**config.mk**
```make
export PLATFORM = sky130hd
export DESIGN_NAME = complex_mult_arbiter_flat
export DESIGN_NICKNAME = d
export VERILOG_FILES = /design/src/rtl/complex_mult_pkg.sv /design/src/rtl/complex_mult_arbiter_if.sv /design/src/rtl/complex_mult_arbiter_rr.sv /design/src/rtl/complex_mult_arbiter.sv /design/src/flat_wrapper.sv
export SDC_FILE = /design/constraint.sdc
export NUM_CORES = 1
export LEC_CHECK = 0
export CELL_PAD_IN_SITES_DETAIL_PLACEMENT = 0
export CELL_PAD_IN_SITES_GLOBAL_PLACEMENT = 2
export CORE_ASPECT_RATIO = 0.5
export CORE_MARGIN = 5
export CORE_UTILIZATION = 23
export CTS_CLUSTER_SIZE = 28
export DETAILED_ROUTE_END_ITERATION = 8
export PLACE_DENSITY_LB_ADDON = 0.1
export SLEW_MARGIN = 20
export SYNTH_ARGS = -nofsm -noshare
export SYNTH_HDL_FRONTEND = slang
export SYNTH_SLANG_ARGS = --single-unit
```
**constraint.sdc**
```tcl
create_clock -name clk -period 5.55 [get_ports clk]
set_clock_uncertainty 0.05 [all_clocks]
set_input_delay 0.555 -clock clk [delete_from_list [all_inputs] [get_ports clk]]
set_output_delay 0.555 -clock clk [all_outputs]
set_load 0.02 [all_outputs]
```
**src/rtl/complex_mult_pkg.sv**
```systemverilog
// Shared definitions for the complex-multiplier arbiter: FSM encoding and width helpers.
package complex_mult_pkg;

  typedef enum logic [1:0] {
    ST_IDLE     = 2'd0,
    ST_ISSUE    = 2'd1,
    ST_WAIT_RES = 2'd2,
    ST_DELIVER  = 2'd3
  } state_t;

  // Operand parts per requester: {op_1_re, op_1_im, op_2_re, op_2_im}
  localparam int OPS_PER_REQ = 4;

  // Full-precision complex product part: two products plus sum growth
  function automatic int res_width(input int data_width);
    return 2 * data_width + 2;
  endfunction

endpackage

```
**src/rtl/complex_mult_arbiter_if.sv**
```systemverilog
// Requester-side and multiplier-side bundles for the shared complex multiplier arbiter.
interface complex_mult_req_if import complex_mult_pkg::*; #(
  parameter int DATA_WIDTH = 8,
  parameter int NUM_REQ    = 4,
  parameter int RES_WIDTH  = res_width(DATA_WIDTH)
) ();
  logic [NUM_REQ-1:0]                        req_op_val;
  logic [NUM_REQ-1:0]                        req_op_ready;
  logic [NUM_REQ*OPS_PER_REQ*DATA_WIDTH-1:0] req_ops;
  logic [NUM_REQ-1:0]                        req_res_val;
  logic [NUM_REQ-1:0]                        req_res_ready;
  logic [RES_WIDTH-1:0]                      res_re;
  logic [RES_WIDTH-1:0]                      res_im;

  modport master (
    output req_op_val, req_ops, req_res_ready,
    input  req_op_ready, req_res_val, res_re, res_im
  );

  modport slave (
    input  req_op_val, req_ops, req_res_ready,
    output req_op_ready, req_res_val, res_re, res_im
  );
endinterface

interface complex_mult_mul_if import complex_mult_pkg::*; #(
  parameter int DATA_WIDTH = 8,
  parameter int RES_WIDTH  = res_width(DATA_WIDTH)
) ();
  logic                  mult_sw_rst;
  logic                  mult_op_val;
  logic                  mult_op_ready;
  logic [DATA_WIDTH-1:0] mult_op_1_re;
  logic [DATA_WIDTH-1:0] mult_op_1_im;
  logic [DATA_WIDTH-1:0] mult_op_2_re;
  logic [DATA_WIDTH-1:0] mult_op_2_im;
  logic                  mult_res_val;
  logic                  mult_res_ready;
  logic [RES_WIDTH-1:0]  mult_res_re;
  logic [RES_WIDTH-1:0]  mult_res_im;

  modport master (
    output mult_sw_rst, mult_op_val, mult_op_1_re, mult_op_1_im, mult_op_2_re, mult_op_2_im,
           mult_res_ready,
    input  mult_op_ready, mult_res_val, mult_res_re, mult_res_im
  );

  modport slave (
    input  mult_sw_rst, mult_op_val, mult_op_1_re, mult_op_1_im, mult_op_2_re, mult_op_2_im,
           mult_res_ready,
    output mult_op_ready, mult_res_val, mult_res_re, mult_res_im
  );
endinterface

```
**src/rtl/complex_mult_arbiter_rr.sv**
```systemverilog
// Combinational round-robin pick: first requester after last_grant, wrapping modulo NUM_REQ.
module rr_arbiter #(
  parameter  int NUM_REQ = 4,
  localparam int IDX_W   = $clog2(NUM_REQ)
) (
  input  logic [NUM_REQ-1:0] req,
  input  logic [IDX_W-1:0]   last_grant,
  output logic [NUM_REQ-1:0] grant_oh,
  output logic [IDX_W-1:0]   grant_idx,
  output logic               grant_any
);

  logic [IDX_W-1:0] cand;

  always_comb begin
    grant_oh  = '0;
    grant_idx = '0;
    grant_any = 1'b0;
    cand      = '0;
    for (int k = 1; k <= NUM_REQ; k++) begin
      cand = IDX_W'((int'(last_grant) + k) % NUM_REQ);
      if (!grant_any && req[cand]) begin
        grant_any      = 1'b1;
        grant_idx      = cand;
        grant_oh[cand] = 1'b1;
      end
    end
  end

endmodule

```
**src/rtl/complex_mult_arbiter.sv**
```systemverilog
// Shares one complex multiplier among NUM_REQ requesters, one transaction in flight.
//
// state       | meaning
// ST_IDLE     | pick a requester round-robin, accept its operands
// ST_ISSUE    | present captured operands to the multiplier
// ST_WAIT_RES | accept the multiplier result into the capture register
// ST_DELIVER  | present the result to the granted requester until it accepts
module complex_mult_arbiter import complex_mult_pkg::*; #(
  parameter int DATA_WIDTH = 8,
  parameter int NUM_REQ    = 4,
  parameter int RES_WIDTH  = res_width(DATA_WIDTH)
) (
  input  logic               clk,
  input  logic               rst,
  input  logic               sw_rst,
  complex_mult_req_if.slave  req_bus,
  complex_mult_mul_if.master mul_bus
);

  localparam int IDX_W = $clog2(NUM_REQ);
  localparam int OPS_W = OPS_PER_REQ * DATA_WIDTH;

  state_t               state, state_nxt;
  logic [IDX_W-1:0]     last_grant;
  logic [IDX_W-1:0]     grant_id;
  logic [OPS_W-1:0]     ops_q;
  logic [RES_WIDTH-1:0] res_re_q;
  logic [RES_WIDTH-1:0] res_im_q;
  logic [NUM_REQ-1:0]   rr_grant_oh;
  logic [IDX_W-1:0]     rr_grant_idx;
  logic                 rr_any;
  logic                 capture_ops;
  logic                 capture_res;
  logic                 hold;

  // Either reset masks every handshake output in the same cycle it is asserted
  assign hold = rst | sw_rst;

  rr_arbiter #(.NUM_REQ(NUM_REQ)) u_rr (
    .req        (req_bus.req_op_val),
    .last_grant (last_grant),
    .grant_oh   (rr_grant_oh),
    .grant_idx  (rr_grant_idx),
    .grant_any  (rr_any)
  );

  always_ff @(posedge clk or posedge rst) begin
    if (rst)         state <= ST_IDLE;
    else if (sw_rst) state <= ST_IDLE;
    else             state <= state_nxt;
  end

  always_comb begin
    state_nxt              = state;
    capture_ops            = 1'b0;
    capture_res            = 1'b0;
    req_bus.req_op_ready   = '0;
    req_bus.req_res_val    = '0;
    mul_bus.mult_op_val    = 1'b0;
    mul_bus.mult_res_ready = 1'b0;
    case (state)
      ST_IDLE: begin
        if (rr_any) begin
          req_bus.req_op_ready = rr_grant_oh;
          capture_ops          = 1'b1;
          state_nxt            = ST_ISSUE;
        end
      end
      ST_ISSUE: begin
        mul_bus.mult_op_val = 1'b1;
        if (mul_bus.mult_op_ready) state_nxt = ST_WAIT_RES;
      end
      ST_WAIT_RES: begin
        mul_bus.mult_res_ready = 1'b1;
        if (mul_bus.mult_res_val) begin
          capture_res = 1'b1;
          state_nxt   = ST_DELIVER;
        end
      end
      ST_DELIVER: begin
        req_bus.req_res_val[grant_id] = 1'b1;
        if (req_bus.req_res_ready[grant_id]) state_nxt = ST_IDLE;
      end
      default: state_nxt = ST_IDLE;
    endcase
    if (hold) begin
      capture_ops            = 1'b0;
      capture_res            = 1'b0;
      req_bus.req_op_ready   = '0;
      req_bus.req_res_val    = '0;
      mul_bus.mult_op_val    = 1'b0;
      mul_bus.mult_res_ready = 1'b0;
    end
  end

  always_ff @(posedge clk or posedge rst) begin
    if (rst) begin
      last_grant <= IDX_W'(NUM_REQ - 1);
      grant_id   <= '0;
      ops_q      <= '0;
      res_re_q   <= '0;
      res_im_q   <= '0;
    end else if (sw_rst) begin
      last_grant <= IDX_W'(NUM_REQ - 1);
      grant_id   <= '0;
      ops_q      <= '0;
      res_re_q   <= '0;
      res_im_q   <= '0;
    end else begin
      if (capture_ops) begin
        ops_q      <= req_bus.req_ops[rr_grant_idx*OPS_W +: OPS_W];
        grant_id   <= rr_grant_idx;
        last_grant <= rr_grant_idx;
      end
      if (capture_res) begin
        res_re_q <= mul_bus.mult_res_re;
        res_im_q <= mul_bus.mult_res_im;
      end
    end
  end

  assign mul_bus.mult_sw_rst  = sw_rst;
  assign mul_bus.mult_op_1_re = ops_q[4*DATA_WIDTH-1 -: DATA_WIDTH];
  assign mul_bus.mult_op_1_im = ops_q[3*DATA_WIDTH-1 -: DATA_WIDTH];
  assign mul_bus.mult_op_2_re = ops_q[2*DATA_WIDTH-1 -: DATA_WIDTH];
  assign mul_bus.mult_op_2_im = ops_q[DATA_WIDTH-1 -: DATA_WIDTH];
  assign req_bus.res_re       = res_re_q;
  assign req_bus.res_im       = res_im_q;

endmodule
```
**src/flat_wrapper.sv**
```systemverilog
// flat-port wrapper written by rule: the top's interface ports become plain ports
module complex_mult_arbiter_flat import complex_mult_pkg::*;
#(
  parameter int DATA_WIDTH = 8,
  parameter int NUM_REQ    = 4,
  parameter int RES_WIDTH  = res_width(DATA_WIDTH)
)
  (clk, rst, sw_rst, req_bus_req_op_val, req_bus_req_ops, req_bus_req_res_ready, req_bus_req_op_ready, req_bus_req_res_val, req_bus_res_re, req_bus_res_im, mul_bus_mult_sw_rst, mul_bus_mult_op_val, mul_bus_mult_op_1_re, mul_bus_mult_op_1_im, mul_bus_mult_op_2_re, mul_bus_mult_op_2_im, mul_bus_mult_res_ready, mul_bus_mult_op_ready, mul_bus_mult_res_val, mul_bus_mult_res_re, mul_bus_mult_res_im);
  complex_mult_req_if #(.DATA_WIDTH(DATA_WIDTH), .NUM_REQ(NUM_REQ), .RES_WIDTH(RES_WIDTH)) req_bus_i ();
  complex_mult_mul_if #(.DATA_WIDTH(DATA_WIDTH), .RES_WIDTH(RES_WIDTH)) mul_bus_i ();
  input  logic clk;
  input  logic rst;
  input  logic sw_rst;
  input wire logic [$bits(req_bus_i.req_op_val)-1:0] req_bus_req_op_val;
  input wire logic [$bits(req_bus_i.req_ops)-1:0] req_bus_req_ops;
  input wire logic [$bits(req_bus_i.req_res_ready)-1:0] req_bus_req_res_ready;
  output wire logic [$bits(req_bus_i.req_op_ready)-1:0] req_bus_req_op_ready;
  output wire logic [$bits(req_bus_i.req_res_val)-1:0] req_bus_req_res_val;
  output wire logic [$bits(req_bus_i.res_re)-1:0] req_bus_res_re;
  output wire logic [$bits(req_bus_i.res_im)-1:0] req_bus_res_im;
  output wire logic [$bits(mul_bus_i.mult_sw_rst)-1:0] mul_bus_mult_sw_rst;
  output wire logic [$bits(mul_bus_i.mult_op_val)-1:0] mul_bus_mult_op_val;
  output wire logic [$bits(mul_bus_i.mult_op_1_re)-1:0] mul_bus_mult_op_1_re;
  output wire logic [$bits(mul_bus_i.mult_op_1_im)-1:0] mul_bus_mult_op_1_im;
  output wire logic [$bits(mul_bus_i.mult_op_2_re)-1:0] mul_bus_mult_op_2_re;
  output wire logic [$bits(mul_bus_i.mult_op_2_im)-1:0] mul_bus_mult_op_2_im;
  output wire logic [$bits(mul_bus_i.mult_res_ready)-1:0] mul_bus_mult_res_ready;
  input wire logic [$bits(mul_bus_i.mult_op_ready)-1:0] mul_bus_mult_op_ready;
  input wire logic [$bits(mul_bus_i.mult_res_val)-1:0] mul_bus_mult_res_val;
  input wire logic [$bits(mul_bus_i.mult_res_re)-1:0] mul_bus_mult_res_re;
  input wire logic [$bits(mul_bus_i.mult_res_im)-1:0] mul_bus_mult_res_im;
  assign req_bus_i.req_op_val = req_bus_req_op_val;
  assign req_bus_i.req_ops = req_bus_req_ops;
  assign req_bus_i.req_res_ready = req_bus_req_res_ready;
  assign req_bus_req_op_ready = req_bus_i.req_op_ready;
  assign req_bus_req_res_val = req_bus_i.req_res_val;
  assign req_bus_res_re = req_bus_i.res_re;
  assign req_bus_res_im = req_bus_i.res_im;
  assign mul_bus_mult_sw_rst = mul_bus_i.mult_sw_rst;
  assign mul_bus_mult_op_val = mul_bus_i.mult_op_val;
  assign mul_bus_mult_op_1_re = mul_bus_i.mult_op_1_re;
  assign mul_bus_mult_op_1_im = mul_bus_i.mult_op_1_im;
  assign mul_bus_mult_op_2_re = mul_bus_i.mult_op_2_re;
  assign mul_bus_mult_op_2_im = mul_bus_i.mult_op_2_im;
  assign mul_bus_mult_res_ready = mul_bus_i.mult_res_ready;
  assign mul_bus_i.mult_op_ready = mul_bus_mult_op_ready;
  assign mul_bus_i.mult_res_val = mul_bus_mult_res_val;
  assign mul_bus_i.mult_res_re = mul_bus_mult_res_re;
  assign mul_bus_i.mult_res_im = mul_bus_mult_res_im;
  complex_mult_arbiter #(.DATA_WIDTH(DATA_WIDTH), .NUM_REQ(NUM_REQ), .RES_WIDTH(RES_WIDTH)) u_core (.clk(clk), .rst(rst), .sw_rst(sw_rst), .req_bus(req_bus_i), .mul_bus(mul_bus_i));
endmodule
```
==> Word level (Yosys, flattened, before mapping) <==
Cells that the tools add are included.
{ "totals": {"rom_bits": 0, "output_inout_bits": 79, "latchBits": 0, "mem_count": 0, "ff_bits": 74, "inputBits": 177, "mem_bits_rw": 0} }
{ "classes": {"n_mux": 62, "n_div": 0, "n_reduce_logical": 15, "shift": 1, "mul": 0, "n_addsub": 4, "n_lt_le_gt_ge": 10, "bitwise_logic": 4, "eq_ne": 7} }
{ "ops": {"columns": ["operator", "n"], "rows": [
  ["$shiftx 128x8->32", 1],
  ["$mux 18", 4],
  ["$mux 32", 2],
  ["$mux 4", 9],
  ["$mux 1", 24],
  ["$mux 2", 12],
  ["$lt 2x3->1 const B", 5],
  ["$or 4x4->4", 3],
  ["$bmux 1 s2", 5],
  ["$demux 1 s2", 5],
  ["$ge 2x1->1 const B", 5],
  ["$logic_and 1x1->1", 8],
  ["$pmux 2 s4", 1],
  ["$ne 3x2->1 const B", 2],
  ["$ne 3x3->1 const B", 2],
  ["$add 2x1->2 const B", 2],
  ["$add 2x2->2 const B", 2],
  ["$eq 2x2->1 const B", 2],
  ["$reduce_and 4->1", 1],
  ["$reduce_bool 2->1", 2],
  ["$logic_not 1->1", 3],
  ["$eq 2x1->1 const B", 1],
  ["$logic_not 2->1", 1],
  ["$or 1x1->1", 1]
]} }

==> Logic depth before layout (Yosys ltp) <==
Gate-level depths: netlist (run 1).
{ "logic_depth": {"word_depth": 18, "depth_mapped": 13} }

==> By module <==
A second synthesis (run 1) with hierarchy kept.
{ "unflattened": {"hier_cells": 416, "area_unflattened_um2": 4503.1} }
{ "modules_own_cells": {"columns": ["mod", "area_each_um2", "cells_each", "n_inst"], "rows": [
  ["complex_mult_arbiter", 3873.7, 330, 1],
  ["rr_arbiter", 629.4, 86, 1]
]} }

==> Worst setup path before layout (run 1) <==
No wires, ideal clock.
{ "synth_timing": {"path_kind": "input-to-reg", "start": "input rst", "end": "register u_core.ops_q[0]", "setup_slack_ns": 2.413, "arrival_time_ns": 2.945, "required_ns": 5.358, "cell_stages": 6, "cell_sequence": "inv_1 > and3_1 > nor2_1 > clkbuf_1 > nand2_1 > o221ai_1"} }
{ "synth_via": {"elab_chain_len": 3} }
{ "synth_lines": {"columns": ["item", "line", "source"], "rows": [
  ["from (decl)", "flat_wrapper.sv:12", "input logic rst;"],
  ["$or 1x1->1", "complex_mult_arbiter.sv:37", "assign hold = rst | sw_rst;"],
  ["$mux 1", "complex_mult_arbiter.sv:86", "if (hold) begin"],
  ["$reduce_bool 2->1 (no line)", null, null],
  ["to (signal assigned)", "complex_mult_arbiter.sv:111", "ops_q <= req_bus.req_ops[rr_grant_idx*OPS_W +: OPS_W];"],
  ["to (decl)", "complex_mult_arbiter.sv:26", "logic [OPS_W-1:0] ops_q;"]
]} }
Every way passes these cells.
A chain may end at the register's enable or synchronous reset.

==> Worst setup path in the final report (run 1) <==
{ "layout_timing": {"start": "register u_core.last_grant[0]", "end": "register u_core.ops_q[2]"} }
{ "layout_via": {"elab_chain_len": 17} }
{ "layout_lines": {"columns": ["item", "line", "source"], "rows": [
  ["from (decl)", "complex_mult_arbiter.sv:24", "logic [IDX_W-1:0] last_grant;"],
  ["from (signal assigned)", "complex_mult_arbiter.sv:98", "last_grant <= IDX_W'(NUM_REQ - 1);"],
  ["from (signal assigned)", "complex_mult_arbiter.sv:104", "last_grant <= IDX_W'(NUM_REQ - 1);"],
  ["from (signal assigned)", "complex_mult_arbiter.sv:113", "last_grant <= rr_grant_idx;"],
  ["branches (longest 17 deep; another with $add 2x1->2)", null, null]
]} }
Parallel ways; which one is timed is not known. The select of a mux whose other input is x is not followed.

==> results of run 1 <==
-- where the power goes --
part	total [mW]	internal (mW)	switching, mW
clock	0.662	0.398	0.264
combinational	1.20	0.545	0.659
sequential	0.732	0.646	0.0865
total	2.60	1.59	1.01
-- routing by layer --
| metal | wire length (microns) | vias up | GRT usage [%] |
|---|---|---|---|
| met3 | 963 | 9 | 5.09 |
| met2 | 8620 | 118 | 25.1 |
| met4 | 148 | 0 | 2.55 |
| met1 | 8070 | 2183 | 19.2 |
| met5 | 0 | - | 0 |
| li1 | - | 2216 | - |
-- sequential cells by signal, indices dropped and copies added, names as in the netlist --
name and count:
u_core.req_bus.res_im 18, u_core.grant_id 2, u_core.last_grant 2, u_core.ops_q 32, u_core.state 2, u_core.req_bus.res_re 18
-- critical path: stages (launching register included) --
cell and delay [ns]:
dfstp_2 0.87, inv_1 0.29, ha_1 0.40, mux4_2 0.36, inv_2 0.06, a21oi_2 0.65
a21o_4 0.79, mux2i_1 0.28, o221ai_1 0.13
-- how the worst max path moves through the flow --
stage	end	slack, ns	start	cells past startpoint
floorplan	u_core.ops_q[0]	2.41	rst	6
global placement	u_core.ops_q[0]	1.50	u_core.last_grant[0]	8
global route	u_core.ops_q[6]	1.10	u_core.last_grant[0]	8
detailed placement	u_core.ops_q[2]	1.39	u_core.last_grant[0]	8
finish	u_core.ops_q[2]	1.46	u_core.last_grant[0]	8
CTS	u_core.ops_q[2]	1.39	u_core.last_grant[0]	8
-- metrics by stage --
step	util (%)	hold WS (ns)	std cells	setup WS [ns]	total power, mW
finish	39.0	0.419	998	1.46	2.60
global route	39.0	0.440	998	1.10	2.77
CTS	39.0	0.411	998	1.39	2.64
detailed placement	37.3	0.426	982	1.39	1.96
global placement	37.3	0.423	982	1.50	1.96
floorplan	-	0.470	495	2.41	1.49
-- logic make-up after synthesis --
group / count (synthesis)
buffers and inverters: 47
flip-flops: 74
AO/OA/AOI/OAI: 126
XOR/XNOR: 1
multiplexers: 38
adder cells (fa/ha/maj): 12
AND/OR/NAND/NOR: 197
-- cell type report --
type	count	area (sq um)
flip-flops and latches	74	1850
clock inverters	7	100
multi-input cells	374	2410
well taps	266	333
inverters	9	35.0
repair buffers	259	2580
clock buffers	9	225
fillers	1904	11800
-- layout by cell type, fill, tap and decap left out, types with 2 or more instances in the layout --
cell and count:
bufinv_16 2, inv_1 7, o2111ai_1 12, dfrtp_1 72, clkdlybuf4s50_1 255, nor2_2 3
nor2_1 35, nor2b_1 2, mux2i_1 34, and3_1 2, o221ai_1 19, clkinvlp_4 2
dfstp_2 2, and2_1 2, or3_1 13, clkinv_2 2, o21ai_0 57, a21oi_2 2
a221oi_1 4, nand2b_1 52, nor3_1 4, nand3_1 2, buf_4 4, ha_1 12
a22oi_1 4, mux4_2 4, nand3b_1 2, nand2_1 75, o22ai_1 3, clkbuf_16 9
o211ai_1 13, a21oi_1 4
==> out/qor.txt, run 1 <==
Worst-Margin Slew: 1.03 ns
Most common cell in the netlist: nand2_1
DR pass1 iterations: 4
Seq cells post-synth: 74
Total core area: 19300 sq um
WL per Instance: 17.8 microns
Maximum VDD drop: 235 uV
Via count: 4526
H-tree depth: 3
Die Wd: 207 microns
Leak: 2.97 nW
Hold violation count in the final report: 0
Finished Cell Area: 7540 sq um
Aggregate global-route resource usage: 14.9%
Fmax achieved: 245 MHz
Period minus WS final: 4.09 ns
FFs w/ async S/R, synth: 100%
Die H: 109 microns
PortBufs: 255
RSZ-0062 raised after global routing: false
Synth area leaders: dfrtp_1 40%, mux2i_1 7.6%, nand2b_1 7.3%
MaxCap Viol Count: 0
Num CTS Buffers: 9
Dominant cell type by area after synthesis: dfrtp_1
Final global-route overflow total: 0
Cell area power density: 345 nW/um^2
Drt via density: 4.54
First-pass GRT wire length: 26.5 mm
Period utilisation layout: 73.7%
Adder-cell share of the synthesized area: 3.35%
Post-synthesis mux area share: 9.60%
Root buf cell: clkbuf_16
RR Startpoint: u_core.last_grant[0]
Critical path class: reg -> reg
Syn nets: 684
FP Rows: 36
CTS Hold Buffers Added: 0
Largest family of logic cells by synthesized area: simple AND/OR/NAND/NOR gates
Slew Limit Headroom: 31.3%
ANT cells: 0
Post-synth EDFFs: 0
Routed wire length: 17.8 mm
DRC Markers: 0
Final #Nets: 916
Seq/Total Area, Yosys: 41.4%
Fin. max-slew vios: 0
Startpoint Class: register
Status: complete, no violations
Die area: 22500 sq um
Setup Buffers After CTS: 0
Post-Synth Simple-Gate Area: 21.4%
Share of layout cells above drive strength 1: 5.33%
CTS tree: built
Reg2Reg Depth: 8
Post-Route Setup TNS: 0 ns
Crit path DAT: 4.24 ns
Synth Instances: 495
DP Wirelength: 12.7 mm
Routed Antenna Nets: 0
Area Growth Syn to Fin: 68.3%
Initial antenna violation count: 0
Post-Synthesis Mean Instance Area: 9.05 sq um
Post-Syn Area: 4480 sq um
Ys flop type: dfrtp_1
I/O Pins: 256
Synth unique cells: 46
Cell area after placement: 7210 sq um
Clk slew on worst S/H paths: 0.07 ns
Crit. End Element: register
Synth Warn #: 0
Hold Path Class: in -> async
Vias in the first global route: 4623
DRT iter0 DRCs: 221
Reg-to-Reg End: u_core.ops_q[2]
Skew-Pair Late Insertion Delay: 0.34 ns
Worst-case clock buffer depth: 2
Area share of xor/xnor cells in the synthesized design: 0.195%
Synth cell count leaders: 75 x nand2_1, 72 x dfrtp_1, 57 x o21ai_0, 52 x nand2b_1, 37 x nor2_1
Largest net degree at the start of global routing: 73
CTS sink cnt: 74
Flop-to-flop setup slack: 1.46 ns
Crit path required time: 5.70 ns
Initial core utilization: 23.2%
Share of the synthesized area in the top cell type: 40.2%
Post_cts resized: 0
Compound-Gate Fraction of Synth Area: 18.9%
Worst-path maximum fanout: 64
GP Congestion: 0.744
# setup viols final: 0
No activity file was read; power rests on OpenSTA's default activity.
==> run 2: changes to the inputs <==
--- a/config.mk
+++ b/config.mk
@@ -9,7 +9,7 @@
 export CELL_PAD_IN_SITES_GLOBAL_PLACEMENT = 2
 export CORE_ASPECT_RATIO = 0.5
 export CORE_MARGIN = 5
-export CORE_UTILIZATION = 23
+export CORE_UTILIZATION = 21
 export CTS_CLUSTER_SIZE = 28
 export DETAILED_ROUTE_END_ITERATION = 8
 export PLACE_DENSITY_LB_ADDON = 0.1
==> constraint.sdc (replaced) <==
create_clock -name clk -period 4.1 [get_ports clk]
set_clock_uncertainty 0.05 [all_clocks]
set_input_delay 0.41 -clock clk [delete_from_list [all_inputs] [get_ports clk]]
set_output_delay 0.41 -clock clk [all_outputs]
set_load 0.02 [all_outputs]
==> run 2 against run 1 <==
Power increased by 37%; critical path depth unchanged; via count decreased by 0.44%; sequential cell count unchanged; sequential share of layout area decreased by 0.19 points; first-iteration DRC count decreased by 30%; hold slack got worse by 0.073 ns.
==> out/qor.txt, run 2 (synthesis results as in run 1) <==
Status: complete, no violations
CTS sink cnt: 74
Cell area power density: 469 nW/um^2
Fmax achieved: 284 MHz
Startpoint Class: register
Share of layout cells above drive strength 1: 6.22%
Routed wire length: 18.8 mm
Final #Nets: 923
Worst-case clock buffer depth: 2
DP Wirelength: 13.6 mm
Total core area: 20800 sq um
CTS tree: built
DR pass1 iterations: 4
Aggregate global-route resource usage: 15.2%
H-tree depth: 3
Drt via density: 4.45
Clk slew on worst S/H paths: 0.07 ns
PortBufs: 255
Largest net degree at the start of global routing: 57
Max FFs per register: 32
Worst-Margin Slew: 0.791 ns
Hold Path Class: in -> async
Most flops, register: u_core.ops_q
Skew-Pair Late Insertion Delay: 0.36 ns
Period utilisation layout: 86.0%
Commonest non-fill, non-tap cells in the layout: 255 x clkdlybuf4s50_1, 75 x nand2_1, 72 x dfrtp_1, 57 x o21ai_0, 52 x nand2b_1
Leak: 3.01 nW
Vias in the first global route: 4825
Worst path cell trace: buf_4 -> mux4_2 -> nor2b_4 -> a22oi_1 -> nor2_1 -> a221oi_1 -> nor2_1 -> clkdlybuf4s50_1
Critical path's most frequent cell: nor2_1
Routed Antenna Nets: 0
Max incr delay on CP: 0.65 ns
CP max-delay cell: mux4_2
RSZ-0062 raised after global routing: false
DRT iter0 DRCs: 155
Final global-route overflow total: 0
Commonest non-fill, non-tap cell in the layout: clkdlybuf4s50_1
Crit path DAT: 3.07 ns
DRC Markers: 0
Pre-CTS WS: 0.754 ns
Initial antenna violation count: 0
Root buf cell: clkbuf_16
WL per Instance: 18.6 microns
FP Rows: 37
Via count: 4506
I/O Pins: 256
Crit path required time: 3.64 ns
Num CTS Buffers: 9
ANT cells: 0
Placed Instances: 996
Multi-input gate area: 2400 sq um
Setup Buffers After CTS: 0
Hold violation count in the final report: 0
Fin. max-slew vios: 0
Worst-path maximum fanout: 28
# setup viols final: 0
Finished Cell Area: 7600 sq um
CP bufs+invs: 2
Sequential standard cell area: 1850 sq um
Post-Route Setup TNS: 0 ns
Die Wd: 217 microns
Die area: 24500 sq um
Top Family by Delay on Critical Path: buffers and inverters
Critical path class: reg -> out
Period minus WS final: 3.53 ns
Finished Layout Cells: 1012
Fill cells: 2129
First-pass GRT wire length: 28.9 mm
Crit. End Element: output port
Initial core utilization: 21.6%
Setup WS post-layout: 0.573 ns
Cell area after placement: 7290 sq um
Post_cts resized: 0
Die H: 113 microns
CTS Hold Buffers Added: 0
GP Congestion: 0.745
Post-layout util: 36.6%
MaxCap Viol Count: 0
Area Growth Syn to Fin: 69.6%
Maximum VDD drop: 183 uV
Slew Limit Headroom: 47.3%
==> run 2: final timing paths <==
| kind | from | to | slack, ns | depth (start not counted) |
|---|---|---|---|---|
| worst min-delay path | rst | u_core.req_bus.res_re[13] | 0.35 | 2 |
| max in group asynchronous | rst | u_core.req_bus.res_im[12] | 2.53 | 3 |
| min in group clk | u_core.ops_q[26] | u_core.ops_q[26] | 0.44 | 2 |
| worst max register to register | u_core.last_grant[1] | u_core.ops_q[4] | 0.88 | 9 |
| worst min register to register | u_core.ops_q[26] | u_core.ops_q[26] | 0.44 | 2 |
| worst max-delay path | u_core.last_grant[0] | req_bus_req_op_ready[2] | 0.57 | 8 |
==> run 2: routing by layer <==
layer | GRT usage (%) | up-vias | part of all wire (%) | wire length, microns
li1 | - | 2239 | - | -
met1 | 18.1 | 2167 | 43 | 8030
met2 | 26.7 | 92 | 51 | 9480
met3 | 5.85 | 8 | 6.1 | 1150
met4 | 2.54 | 0 | 0.65 | 122
met5 | 0 | - | 0 | 0
==> run 2: layout make-up <==
| class | count | area share, % |
|---|---|---|
| clock buffers | 9 | 2.96 |
| repair buffers | 266 | 35.0 |
| well taps | 273 | 4.49 |
| inverters | 9 | 0.461 |
| flip-flops and latches | 74 | 24.4 |
| multi-input cells | 374 | 31.6 |
| clock inverters | 7 | 1.07 |
==> run 2: power breakdown <==
group | leakage (nW) | total, mW | internal (mW) | switching, mW
sequential | 1.01 | 0.967 | 0.873 | 0.0932
clock | 0.148 | 0.860 | 0.483 | 0.377
combinational | 1.86 | 1.73 | 0.785 | 0.950
total | 3.01 | 3.56 | 2.14 | 1.42
==> run 2: worst reg2reg max path, stage by stage (launching register included) <==
cell and delay (ns):
dfstp_2 0.62, inv_1 0.17, ha_1 0.38, mux4_2 0.30, nor2b_4 0.16, nor2_2 0.19
a21o_2 0.49, buf_12 0.28, mux2i_1 0.30, o221ai_1 0.14
==> run 2: per-stage QoR <==
stage	hold WS, ns	power [mW]
floorplan	0.470	2.01
finish	0.346	3.56
global placement	0.424	2.75
detailed placement	0.427	2.75
global route	0.380	3.80
CTS	0.336	3.65
==> run 3: changes to the inputs <==
--- a/config.mk
+++ b/config.mk
@@ -5,13 +5,14 @@
 export SDC_FILE = /design/constraint.sdc
 export NUM_CORES = 1
 export LEC_CHECK = 0
-export CELL_PAD_IN_SITES_DETAIL_PLACEMENT = 0
+export CELL_PAD_IN_SITES_DETAIL_PLACEMENT = 2
 export CELL_PAD_IN_SITES_GLOBAL_PLACEMENT = 2
 export CORE_ASPECT_RATIO = 0.5
 export CORE_MARGIN = 5
 export CORE_UTILIZATION = 21
 export CTS_CLUSTER_SIZE = 28
 export DETAILED_ROUTE_END_ITERATION = 8
+export GPL_ROUTABILITY_DRIVEN = 0
 export PLACE_DENSITY_LB_ADDON = 0.1
 export SLEW_MARGIN = 20
 export SYNTH_ARGS = -nofsm -noshare
==> run 3 against run 2 <==
Largest power group unchanged; wire length grew 9.4%; first-iteration DRC count is 18% lower; power up 0.92%; clock-buffer cell count increased by 2; maximum frequency shrank 0.48%; critical endpoint is now req_bus_req_op_ready[0]; highest routed layer unchanged.
==> out/qor.txt, run 3 (synthesis results as in run 1) <==
Most flops, register: u_core.ops_q
Final #Nets: 923
Leak: 3.01 nW
Fin. max-slew vios: 0
Share of layout cells above drive strength 1: 6.22%
RSZ-0062 raised after global routing: false
Hold Path Class: in -> async
Commonest non-fill, non-tap cells in the layout: 255 x clkdlybuf4s50_1, 75 x nand2_1, 72 x dfrtp_1, 57 x o21ai_0, 52 x nand2b_1
H-tree depth: 3
DRC Markers: 0
WL per Instance: 20.3 microns
Period utilisation layout: 86.4%
MaxCap Viol Count: 0
Initial core utilization: 21.6%
Largest net degree at the start of global routing: 57
Final global-route overflow total: 0
Critical path class: reg -> out
Max FFs per register: 32
DR pass1 iterations: 4
Aggregate global-route resource usage: 16.7%
Worst-path maximum fanout: 28
Total core area: 20800 sq um
Post_cts resized: 0
Commonest non-fill, non-tap cell in the layout: clkdlybuf4s50_1
Fill cells: 2281
Setup Buffers After CTS: 0
I/O Pins: 256
Hold Slack: 0.350 ns
Vias in the first global route: 5409
First-pass GRT wire length: 31.6 mm
Die area: 24500 sq um
Max incr delay on CP: 0.65 ns
CTS tree: built
Period minus WS final: 3.54 ns
CTS Hold Buffers Added: 0
CP max-delay cell: mux4_2
Crit path required time: 3.64 ns
Status: complete, no violations
Die Wd: 217 microns
Drt via density: 4.71
Post-Route Setup TNS: 0 ns
Critical path's most frequent cell: nor2_1
Via count: 4770
Crit. End Element: output port
Startpoint Class: register
# setup viols final: 0
Cell area power density: 472 nW/um^2
Routed wire length: 20.5 mm
Skew-Pair Late Insertion Delay: 0.35 ns
Routed Antenna Nets: 0
Hold violation count in the final report: 0
Num CTS Buffers: 9
Worst-Margin Slew: 0.791 ns
DP Wirelength: 15.5 mm
Clk slew on worst S/H paths: 0.07 ns
Maximum VDD drop: 169 uV
FP Rows: 37
Initial antenna violation count: 1
DRT iter0 DRCs: 127
Slew Limit Headroom: 47.2%
Area Growth Syn to Fin: 69.8%
PortBufs: 255
Die H: 113 microns
Fmax achieved: 282 MHz
Crit path DAT: 3.08 ns
Worst path cell trace: buf_4 -> mux4_2 -> nor2b_4 -> a22oi_1 -> nor2_1 -> a221oi_1 -> nor2_1 -> clkdlybuf4s50_1
CTS sink cnt: 74
Worst-case clock buffer depth: 2
Root buf cell: clkbuf_16
## run 3: final timing paths
check / startpoint / endpoint / slack, ns / depth (start not counted)
max: u_core.last_grant[0] / req_bus_req_op_ready[0] / 0.56 / 8
min: rst / u_core.req_bus.res_re[13] / 0.35 / 2
max reg2reg: u_core.last_grant[1] / u_core.ops_q[3] / 0.88 / 9
min reg2reg: u_core.ops_q[21] / u_core.ops_q[21] / 0.44 / 2
max in group asynchronous: rst / u_core.req_bus.res_im[8] / 2.52 / 3
min in group clk: u_core.ops_q[21] / u_core.ops_q[21] / 0.44 / 2
## run 3: metrics by stage
stage / power [mW] / setup slack (ns) / util (%) / cell area (sq um) / std cells
2_1_floorplan: 2.01 / 1.07 / - / 4480 / 495
6_report: 3.59 / 0.556 / 36.6 / 7610 / 1013
3_3_place_gp: 2.75 / 0.775 / 35.1 / 7290 / 996
3_5_place_dp: 2.78 / 0.739 / 35.1 / 7290 / 996
5_1_grt: 3.83 / 0.348 / 36.6 / 7610 / 1013
4_1_cts: 3.68 / 0.540 / 36.6 / 7610 / 1012
## run 3: routing by layer
metal / global-route usage (%) / part of all wire, % / vias to the layer above
li1: - / - / 2233
met1: 18.6 / 41 / 2400
met2: 30.2 / 51 / 112
met3: 6.44 / 6.0 / 25
met4: 4.02 / 1.8 / 0
met5: 0 / 0 / -
## run 3: layout make-up
class | count | area, sq um | share of cell area, %
clock inverter | 5 | 62.6 | 0.822
tap | 273 | 342 | 4.49
sequential | 74 | 1850 | 24.4
inverter | 9 | 35.0 | 0.460
clock buffer | 11 | 253 | 3.32
antenna | 1 | 2.50 | 0.0329
timing repair buffer | 266 | 2660 | 34.9
multi-input combinational | 374 | 2400 | 31.6
## run 3: critical path: cells and delay by family, from the launching register on
family	cells	cell delay [ns]
mux	1	0.65
flops	1	0.53
buf+inv	2	0.94
simple gates	3	0.45
compound gates	2	0.17
## run 3: power breakdown
group / switching, mW / total [mW] / internal, mW
Sequential: 0.0955 / 0.969 / 0.874
Clock: 0.354 / 0.861 / 0.507
Combinational: 0.977 / 1.76 / 0.786
